**config.mk**
```make
export PLATFORM = sky130hd
export DESIGN_NAME = cas_recorder
export DESIGN_NICKNAME = d
export VERILOG_FILES = /design/src/rtl/cas_recorder.sv
export SDC_FILE = /design/constraint.sdc
export NUM_CORES = 1
export LEC_CHECK = 0
export CORE_ASPECT_RATIO = 2
export CORE_MARGIN = 4
export CORE_UTILIZATION = 30
export DETAILED_ROUTE_END_ITERATION = 6
export GPL_TIMING_DRIVEN = 0
export MAX_ROUTING_LAYER = met4
export RECOVER_POWER = 25
export SETUP_SLACK_MARGIN = 0.02
export SYNTH_ARGS = -nofsm -noshare
export SYNTH_HDL_FRONTEND = slang
export SYNTH_SLANG_ARGS = --single-unit
```
**constraint.sdc**
```tcl
create_clock -name clk -period 4.2 [get_ports clk]
set_clock_uncertainty 0.05 [all_clocks]
set_input_delay 0.84 -clock clk [delete_from_list [all_inputs] [get_ports clk]]
set_output_delay 0.84 -clock clk [all_outputs]
set_load 0.01 [all_outputs]
```
**src/rtl/cas_recorder.sv**
```systemverilog
// -----------------------------------------------------------------------------
// cas_recorder
//
// Records the CoCo cassette-out signal (6-bit sound DAC) into an external
// SRAM as bytes. The DAC level is squared up by a hysteresis comparator on
// every Q-cycle tick (ce_q). Rising edges are timed by an 11-bit period
// counter, and each timed period becomes one bit: a short period (2400 Hz) is
// a 1 and a long period (1200 Hz) is a 0. Bits are assembled LSB first, and
// every completed byte is written to SRAM through a one-clock write strobe.
//
// Ports
//   clk         system clock (clk_sys), rising edge
//   reset_n     synchronous active-low reset
//   ce_q        one-clk pulse per CoCo Q cycle
//   en          cassette motor relay; 1 = recording allowed
//   rewind      level; clears address, count and flags
//   dac_in      6-bit DAC value
//   ram_addr    SRAM write address
//   ram_data    SRAM write data
//   ram_we      one-clk write strobe
//   byte_count  bytes written since the last rewind or reset
//   overflow    sticky; the byte at MAX_ADDR has been written
//   busy        high in ARM or RUN
// -----------------------------------------------------------------------------
module cas_recorder #(
  parameter logic [5:0]  THRESH   = 6'd32,
  parameter logic [5:0]  HYST     = 6'd4,
  parameter logic [10:0] MIN_PER  = 11'd200,
  parameter logic [10:0] SPLIT    = 11'd560,
  parameter logic [10:0] MAX_PER  = 11'd1500,
  parameter logic [15:0] MAX_ADDR = 16'hFFFF
) (
  input  logic        clk,
  input  logic        reset_n,
  input  logic        ce_q,
  input  logic        en,
  input  logic        rewind,
  input  logic [5:0]  dac_in,
  output logic [15:0] ram_addr,
  output logic [7:0]  ram_data,
  output logic        ram_we,
  output logic [15:0] byte_count,
  output logic        overflow,
  output logic        busy
);

  typedef enum logic [1:0] {
    IDLE = 2'd0,
    ARM  = 2'd1,
    RUN  = 2'd2,
    FULL = 2'd3
  } state_t;

  state_t      state;
  logic        level;
  logic [10:0] per_cnt;
  logic [7:0]  shreg;
  logic [2:0]  bit_cnt;

  logic        at_hi;
  logic        at_lo;
  logic        rise;
  logic [11:0] period;
  logic        per_glitch;
  logic        per_short;
  logic        per_timeout;
  logic [10:0] per_next;
  logic [7:0]  byte_next;

  always_comb begin
    // Comparisons are done 7 bits wide so THRESH +/- HYST never wraps.
    at_hi       = {1'b0, dac_in} >= ({1'b0, THRESH} + {1'b0, HYST});
    at_lo       = ({1'b0, dac_in} + {1'b0, HYST}) <= {1'b0, THRESH};
    // A 0->1 comparator change can only happen when at_hi is set on a tick.
    rise        = ce_q && !level && at_hi;
    // The edge tick itself completes the period, so the measured length is
    // the counter value plus one (ticks since the previous accepted edge).
    period      = {1'b0, per_cnt} + 12'd1;
    per_glitch  = period < {1'b0, MIN_PER};
    per_short   = period < {1'b0, SPLIT};
    per_timeout = per_cnt == MAX_PER;
    per_next    = (per_cnt == '1) ? per_cnt : per_cnt + 11'd1;
    byte_next   = {per_short, shreg[7:1]};
  end

  always_ff @(posedge clk) begin
    if (!reset_n) begin
      state      <= IDLE;
      level      <= 1'b0;
      per_cnt    <= '0;
      shreg      <= '0;
      bit_cnt    <= '0;
      ram_addr   <= '0;
      ram_data   <= '0;
      ram_we     <= 1'b0;
      byte_count <= '0;
      overflow   <= 1'b0;
      busy       <= 1'b0;
    end else begin
      ram_we <= 1'b0;

      if (ce_q) begin
        if (at_hi) begin
          level <= 1'b1;
        end else if (at_lo) begin
          level <= 1'b0;
        end
        per_cnt <= per_next;
      end

      case (state)
        IDLE: begin
          if (en) begin
            state   <= ARM;
            busy    <= 1'b1;
            per_cnt <= '0;
          end
        end

        ARM: begin
          if (!en) begin
            state   <= IDLE;
            busy    <= 1'b0;
            shreg   <= '0;
            bit_cnt <= '0;
          end else if (rise) begin
            // Reference edge: starts timing, yields no bit.
            state   <= RUN;
            per_cnt <= '0;
          end
        end

        RUN: begin
          if (!en) begin
            state   <= IDLE;
            busy    <= 1'b0;
            shreg   <= '0;
            bit_cnt <= '0;
          end else if (per_timeout) begin
            state   <= ARM;
            per_cnt <= '0;
            shreg   <= '0;
            bit_cnt <= '0;
          end else if (rise && !per_glitch) begin
            per_cnt <= '0;
            shreg   <= byte_next;
            bit_cnt <= bit_cnt + 3'd1;
            if (bit_cnt == 3'd7) begin
              ram_data <= byte_next;
              ram_we   <= 1'b1;
            end
          end
          // Glitch edges fall through: counter keeps running, no bit.
        end

        FULL: begin
        end

        default: begin
          state <= IDLE;
          busy  <= 1'b0;
        end
      endcase

      // Write completes on the clock after the strobe is raised; the
      // address then advances, or the recorder parks in FULL at MAX_ADDR.
      if (ram_we) begin
        byte_count <= byte_count + 16'd1;
        if (ram_addr == MAX_ADDR) begin
          overflow <= 1'b1;
          state    <= FULL;
          busy     <= 1'b0;
        end else begin
          ram_addr <= ram_addr + 16'd1;
        end
      end

      // Rewind is last so it overrides any write or state change above.
      if (rewind) begin
        state      <= IDLE;
        busy       <= 1'b0;
        ram_we     <= 1'b0;
        ram_addr   <= '0;
        byte_count <= '0;
        overflow   <= 1'b0;
        shreg      <= '0;
        bit_cnt    <= '0;
      end
    end
  end

endmodule

```
# Yosys cells after proc, flatten, opt, wreduce, memory -nomap -nowiden
# Index checks and enable logic that the tools add are counted.
dict set report word_totals {
  ff_bits 68
  inputBits 11
  output_inout_bits 43
  elab_cells 86
}
dict set report op_classes {
  add_sub_neg 6
  magnitude_cmp 4
  n_eq_ne 8
  muxes 35
  bitwise_logic 6
  n_reduce_logical 16
}
# cell count
set ops {}
lappend ops {{2-to-1 mux 11 bit} 8}
lappend ops {{case mux 11 bit (3 select lines)} 1}
lappend ops {{adder 16 x 1 -> 16 bit, second input constant} 2}
lappend ops {{2-to-1 mux 8 bit} 4}
lappend ops {{== test 11 bit, second input constant} 2}
lappend ops {{== test 16 bit, second input constant} 1}
lappend ops {{case mux 8 bit (2 select lines)} 1}
lappend ops {{2-to-1 mux 2 bit} 7}
lappend ops {{adder 11 x 1 -> 12 bit, second input constant} 1}
lappend ops {{less-than comparator 12 x 10 -> 1 bit, second input constant} 1}
lappend ops {{less-than comparator 12 x 8 -> 1 bit, second input constant} 1}
lappend ops {{2-to-1 mux 3 bit} 4}
lappend ops {{adder 11 x 1 -> 11 bit, second input constant} 1}
lappend ops {{adder 6 x 3 -> 7 bit, second input constant} 1}
lappend ops {{less-or-equal comparator 7 x 6 -> 1 bit, second input constant} 1}
lappend ops {{2-to-1 mux 1 bit} 7}
lappend ops {{>= comparator 6 bit, second input constant} 1}
lappend ops {{inverter 1 bit} 6}
lappend ops {{case mux 2 bit (3 select lines)} 1}
lappend ops {{case mux 3 bit (2 select lines)} 1}
lappend ops {{AND reduction 2 bit} 3}
lappend ops {{OR reduction 6 bit} 1}
lappend ops {{AND reduction 5 bit} 1}
lappend ops {{!= test 4 bit, second input constant} 1}
lappend ops {{12 further kinds} 17}

# Depth between registers and ports, before layout
# Gate-level depths: netlist of run 1.
dict set report logic_depth {
  word_depth 8
  depth_mapped 10
  depth_no_buf 8
}

# Worst setup path before layout of run 1
# OpenSTA, ideal clock, no wires.
dict set report synth_timing {
  kind {input to register}
  startpoint {in ce_q}
  endpoint {reg shreg[7]}
  setup_time_ns 0.074
  arrival_ns 2.115
  t_required_ns 4.076
  slack_ns 1.961
  cell_stages 7
  n_path_buf 1
  path_cell_list {buf_2 -> nand2_1 -> nor3_1 -> nor2_1 -> nor4_4 -> nand3_1 -> o21ai_0}
}
dict set report synth_via {
  elab_chain_cells 5
}
# element line_no
set synth_rtl {}
lappend synth_rtl {{start: declaration} 35} ;# input logic ce_q,
lappend synth_rtl {{logical AND 1 bit (2 in a row)} 75} ;# rise = ce_q && !level && at_hi;
lappend synth_rtl {{logical AND 1 bit} 144} ;# end else if (rise && !per_glitch) begin
lappend synth_rtl {{!= test 4 bit (no source line)} -}
lappend synth_rtl {{AND reduction 3 bit (no source line)} -}
lappend synth_rtl {{end signal: assignment} 146} ;# shreg <= byte_next;
lappend synth_rtl {{end: declaration} 57} ;# logic [7:0] shreg;
# No other way between the ends.
# A chain may end at the register's enable or synchronous reset.

# Final worst setup path of run 1
dict set report layout_timing {
  startpoint {in dac_in[4]}
  endpoint {reg shreg[2]}
}
dict set report layout_via {
  elab_chain_cells 5
}
# element line_no
set layout_rtl {}
lappend layout_rtl {{start: declaration} 38} ;# input logic [5:0] dac_in,
lappend layout_rtl {{>= comparator 6 bit} 72} ;# at_hi = {1'b0, dac_in} >= ({1'b0, THRESH} + {1'b0, HYST});
lappend layout_rtl {{logical AND 1 bit} 75}
lappend layout_rtl {{logical AND 1 bit} 144}
lappend layout_rtl {{!= test 4 bit (no source line)} -}
lappend layout_rtl {{AND reduction 3 bit (no source line)} -}
# No other way between the ends.

==> results of run 1 <==
how the worst max path moves through the flow:
stage,endpoint,slack [ns],depth (start not counted)
after floorplan,shreg[7]$_SDFFE_PP0P_,1.96,7
after global placement,shreg[4]$_SDFFE_PP0P_,1.06,7
after detailed placement,bit_cnt[1]$_SDFFE_PP0P_,1.01,7
after CTS,bit_cnt[1]$_SDFFE_PP0P_,1.35,7
after global routing,bit_cnt[1]$_SDFFE_PP0P_,1.11,7
final,shreg[2]$_SDFFE_PP0P_,1.33,7
placed cells by master, fill, tap and decap left out, types with 2 or more instances in the layout:
master / n
a21oi_1: 24
a221o_1: 2
a311oi_2: 2
a31oi_1: 2
a31oi_2: 2
and3_1: 11
and4_1: 5
buf_2: 8
buf_4: 4
clkbuf_1: 6
clkbuf_16: 9
clkbuf_8: 3
clkdlybuf4s50_1: 28
dfxtp_1: 67
dlygate4sd3_1: 24
ha_1: 10
inv_1: 11
mux2i_1: 3
nand2_1: 31
nand3_1: 31
nand3_2: 2
nand3b_1: 3
nand4_1: 11
nor2_1: 51
nor3_1: 5
nor3b_1: 2
o211a_1: 2
o21ai_0: 31
o22ai_1: 2
or2_2: 2
or3_1: 6
xnor2_1: 6
xor2_1: 27
power breakdown:
group          internal, W  switching, W   total, W
sequential        0.000639    0.00000359   0.000643
combinational    0.0000257     0.0000398  0.0000655
clock             0.000500      0.000266   0.000766
total              0.00117      0.000310    0.00147
kinds of logic (layout without fill, tap and decap cells):
kind of cell	count (synthesis)	count (layout)	synth area share
buffers and inverters	31	97	0.04417
adders and majority gates	10	10	0.03712
muxes	4	4	0.01225
AOI/OAI and AO/OA	82	82	0.1618
and+or+nand+nor	171	171	0.2610
DFF	67	67	0.3979
xor gates and xnor gates	33	33	0.08575
critical path, delay by kind of cell:
family | cells | cell delay (ns)
compound gates | 1 | 0.11
buf+inv | 1 | 0.48
simple gates | 5 | 1.62
metrics by stage:
| step | instances | hold slack [ns] | power, W | setup slack, ns | area, um2 |
|---|---|---|---|---|---|
| after floorplan | 398 | 0.3825 | 0.0006966 | 1.961 | 3371 |
| after global routing | 604 | 0.4191 | 0.001530 | 1.112 | 4368 |
| after global placement | 590 | 0.3894 | 0.0007218 | 1.057 | 4066 |
| after CTS | 604 | 0.3971 | 0.001495 | 1.347 | 4368 |
| final | 604 | 0.3934 | 0.001475 | 1.335 | 4368 |
| after detailed placement | 590 | 0.3888 | 0.0007228 | 1.012 | 4066 |
synthesized netlist by cell type (3+ instances only):
cell	number	area share
dfxtp_1	67	0.40
nor2_1	51	0.057
nand2_1	31	0.035
nand3_1	31	0.046
o21ai_0	31	0.046
xor2_1	27	0.070
a21oi_1	24	0.036
and3_1	11	0.020
inv_1	11	0.012
nand4_1	11	0.020
ha_1	10	0.037
buf_2	8	0.012
clkbuf_1	6	0.0067
or3_1	6	0.011
xnor2_1	6	0.016
and4_1	5	0.013
nor3_1	5	0.0074
buf_4	4	0.0089
mux2i_1	3	0.0089
nand3b_1	3	0.0067
layout make-up:
class,instances,area [um2]
clock buffer,12,266.5
inverter,11,41.29
timing repair buffer,52,520.5
buffer,20,107.6
multi-input combinational,300,1881
tap,140,175.2
fill,1165,6578
clock inverter,2,35.03
sequential,67,1341
metal layers:
layer	global-route usage	wire length, um	up-vias
met5	-	0	-
met4	0.06235	206	0
met3	0.03229	347	17
met2	0.2714	4911	83
met1	0.1380	3446	1482
li1	-	-	1541
sequential cells by signal, indices dropped and copies added, names as in the netlist:
signal      flops
byte_count     16
ram_addr       16
per_cnt        11
ram_data        8
shreg           7
bit_cnt         3
state           2
busy            1
level           1
overflow        1
ram_we          1
==> flow_summary.toml, run 1 <==
[outcome]
status = "finished clean"

[global_routing]
grt_max_degree = 11
antenna_found_initial = 0
first_global_vias = 3143
grt_overflow = 0
grtUsageTotal = 0.1434
grt_pass1_wl_mm = 15.04

[sta]
post-route-min-period_ns = 2.865
worst_pin_slew_ns = 0.7797
max_freq_mhz = 349.0
max_slew_margin = 0.4762
period_share = 0.6822
finalMaxSlewViolations = 0
finalSetupTns_ns = 0
hold_violations = 0
setup_violations = 0
rsz0062_at_grt = "false"

[synth]
syn_area_per_cell_um2 = 8.469
ys_types = 57
synth_cells = 398
synthesis.area_um2 = 3371
ys_async_sr_fraction = 0
syn_nets = 419
yosysSeqAreaShare = 0.3979
synth_edf_count = 0
yosysWarnings = 0
ys_seq_elements = 67
ys.flop_type = "dfxtp_1"

[layout]
antenna_cells = 0
utilization = 0.3991
drive_gt1_frac = 0.09483
finalNetCount = 482
area_delta_synth_final_pct = 29.58

[cts]
cts_tree = "yes"
postCtsSetupBuffers = 0
cts_resized = 0
clk_path_buf_depth = 2
cts_buffers = 9
htree_num_levels = 3
clk_pin_slew_ns = 0.05
hold_buffers = 0
cts-root-buf = "clkbuf_16"
clkLatencyLatePin_ns = 0.33
cts.sinks = 67

[route]
ant_nets = 0
drt_iter0_drc = 195
drcViolationCount = 0
avgViaCountPerCell = 5.171
vias = 3123
wirelength_mm = 8.912
wl_per_cell_um = 14.75
drtPass1Iterations = 4

[placement]
numPortBuffers = 52
place_congestion = 0.9033
dpl.hpwl_mm = 6.684

[critical_path]
worstPathArrival_ns = 3.06
path_class = "input pin to flop"
path_cells = "clkdlybuf4s50_1, nor3_1, nor3_1, nor2_1, nor4_4, nand3_1, o21ai_0"
crit_top_cell = "nor3_1"
r2r-end = "per_cnt[9]$_SDFF_PN0_"
r2r_slack_ns = 1.60
timing.rr.start = "per_cnt[0]$_SDFF_PN0_"
end_kind = "flop"
crit_path_top_delay_cell = "nor3_1"
cp-start-kind = "input pin"
path_max_fanout = 10
crit_start = "dac_in[4]"
r2r_cells = 9
cp.required_ns = 4.40
worst_path_largest_cell_delay_ns = 0.64

[die]
core_area_um2 = 10950
rows = 54
start_util = 0.3080
die_y_um = 157.9
ios = 54
die_w_um = 82.95
die_area_um2 = 13100

[worst_hold_path]
worstHoldEndpoint = "overflow$_SDFFE_PP0P_"
hp-start = "overflow$_SDFFE_PP0P_"
hp-class = "flop to flop"
min_path_cells = 2

[pwr]
power_density_nw_per_um2 = 337.6
ir_worst_vdd_uv = 202.0
leakage_nw = 1.603

[job]
max_cap_violations = 0
No activity file was read; power rests on OpenSTA's default activity.
==> run 2: changes to the inputs <==
==> constraint.sdc (replaced) <==
create_clock -name clk -period 2.79 [get_ports clk]
set_clock_uncertainty 0.05 [all_clocks]
set_input_delay 0.558 -clock clk [delete_from_list [all_inputs] [get_ports clk]]
set_output_delay 0.558 -clock clk [all_outputs]
set_load 0.01 [all_outputs]
==> run 2 against run 1 <==
Wire length is 0.10% higher; hold slack worse by 0.00078 ns; count of clock-buffer cells in the layout stayed put; sequential power is 51% higher; largest cell class unchanged; largest power group unchanged.
==> flow_summary.toml, run 2 (synthesis gave the netlist of run 1 again) <==
[outcome]
status = "finished clean"

[pwr]
seqPwrFrac = 0.436
ir_worst_vdd_uv = 304.5
netSwitchingPower_w = 0.0004638
power_density_nw_per_um2 = 507.2
p_int_w = 0.001754
leakage_nw = 1.609
p_comb_frac = 0.045
clkPwrFrac = 0.519
switching_share = 0.2091
power_w = 0.002218

[route]
wl_per_cell_um = 14.77
drtPass1Iterations = 4
ant_nets = 0
avgViaCountPerCell = 5.147
vias = 3109
wirelength_mm = 8.921
drt_iter0_drc = 193
drcViolationCount = 0

[cts]
hold_buffers = 0
clkLatencyLatePin_ns = 0.33
cts.sinks = 67
cts_tree = "yes"
clk_path_buf_depth = 2
cts-root-buf = "clkbuf_16"
cts_buffers = 9
clk_pin_slew_ns = 0.06
htree_num_levels = 3

[global_routing]
grt_pass1_wl_mm = 15.04
grt_use_met3 = 0.03229
first_global_vias = 3143
grt_overflow = 0
busiest_layer = "met2"
grtUsageMet1 = 0.1380
grtUsageTotal = 0.1434
grt_max_degree = 11
antenna_found_initial = 0
use_met2 = 0.2714

[sta]
finalMaxSlewViolations = 0
worst_pin_slew_ns = 0.6192
layout_setup_ws_ns = 0.3175
finalSetupTns_ns = 0
period_share = 0.8862
rsz0062_at_grt = "false"
setup_violations = 0
max_slew_margin = 0.5841
hold_violations = 0
post-route-min-period_ns = 2.472
max_freq_mhz = 404.5

[layout]
finalNonFillerCells = 604
largestRegisters = "byte_count (16), ram_addr (16), per_cnt (11)"
finalNetCount = 482
layout_commonest_cell = "dfxtp_1"
area_delta_synth_final_pct = 29.73
antenna_cells = 0
final_cell_mix = "67 x dfxtp_1, 51 x nor2_1, 31 x nand2_1, 31 x nand3_1, 31 x o21ai_0"
drive_gt1_frac = 0.09698

[critical_path]
worst_path_largest_cell_delay_ns = 0.51
end_kind = "flop"
crit_path_top_delay_cell = "dfxtp_1"
path_cells = "ha_1, nand3_1, nor2_1, mux2i_1, o211ai_2, a221o_1, buf_6, a311oi_2"
r2r_cells = 8
path_class = "flop to flop"
r2r-end = "per_cnt[9]$_SDFF_PN0_"
timing.rr.start = "per_cnt[1]$_SDFF_PN0_"
cp-start-kind = "flop"
path_max_fanout = 10
worstPathArrival_ns = 2.66
cp.required_ns = 2.98
r2r_slack_ns = 0.32

[placement]
numPortBuffers = 52
place_ws_ns = -0.1158
dp_cells = 590
place_congestion = 0.9033
dpl.hpwl_mm = 6.684

[worst_hold_path]
worstHoldEndpoint = "overflow$_SDFFE_PP0P_"
hp-class = "flop to flop"
min_path_cells = 2
hp-start = "overflow$_SDFFE_PP0P_"

[die]
ios = 54
die_area_um2 = 13100
rows = 54
core_area_um2 = 10950
start_util = 0.3080
die_y_um = 157.9
die_w_um = 82.95

[job]
max_cap_violations = 0
==> run 2: changes by cell type in the layout (fill, tap and decap cells not counted), sizes merged <==
cell | previous run | this run
buf | 14 | 13
clkbuf | 18 | 19
clkdlybuf4s50 | 28 | 27
dlygate4sd3 | 24 | 25
==> run 2: layer usage <==
layer,part of all wire,up-vias
met3,0.038,13
met1,0.39,1477
li1,-,1540
met4,0.022,0
met5,0,-
met2,0.55,79
==> run 2: power groups by stage <==
stage               clock network (W)  logic [W]  registers, W
finish                        0.00115  0.0000993      0.000968
CTS                           0.00118   0.000100      0.000967
global route                  0.00122   0.000111      0.000968
floorplan                           0  0.0000614      0.000987
global placement                    0  0.0000987      0.000988
detailed placement                  0  0.0000999      0.000988
==> run 2: how the worst max path moves through the flow <==
stage,from,to,depth (start not counted)
global route,per_cnt[1]$_SDFF_PN0_,per_cnt[9]$_SDFF_PN0_,8
CTS,per_cnt[0]$_SDFF_PN0_,per_cnt[9]$_SDFF_PN0_,9
detailed placement,dac_in[4],bit_cnt[1]$_SDFFE_PP0P_,7
floorplan,per_cnt[0]$_SDFF_PN0_,per_cnt[9]$_SDFF_PN0_,9
finish,per_cnt[1]$_SDFF_PN0_,per_cnt[9]$_SDFF_PN0_,8
global placement,dac_in[4],shreg[4]$_SDFFE_PP0P_,7
==> run 2: critical path: cells and delay by family (launching register included) <==
kind / cells / cell delay [ns]
muxes: 1 / 0.31
adders and majority gates: 1 / 0.35
DFF: 1 / 0.51
AOI/OAI and AO/OA: 3 / 0.67
and+or+nand+nor: 2 / 0.33
buffers and inverters: 1 / 0.16
==> run 2: final cells by class <==
| type | count | area [um2] |
|---|---|---|
| timing repair buffer | 52 | 520.5 |
| sequential | 67 | 1341 |
| fill | 1163 | 6573 |
| tap | 140 | 175.2 |
| inverter | 11 | 41.29 |
| multi-input combinational | 300 | 1886 |
| clock inverter | 2 | 35.03 |
| buffer | 20 | 107.6 |
| clock buffer | 12 | 266.5 |
==> run 2: through the flow <==
stage / hold slack (ns) / cell area (um2) / utilization
4_1_cts: 0.3971 / 4368 / 0.3991
2_1_floorplan: 0.3825 / 3371 / -
3_3_place_gp: 0.3894 / 4066 / 0.3715
3_5_place_dp: 0.3888 / 4066 / 0.3715
6_report: 0.3927 / 4373 / 0.3995
5_1_grt: 0.4191 / 4373 / 0.3995
==> run 2: repair_timing <==
action	4_1_cts	5_1_grt
setup buffers	0	0
endpoints found under the setup margin	0	6
endpoints found under the hold margin	0	0
resized for setup	0	3
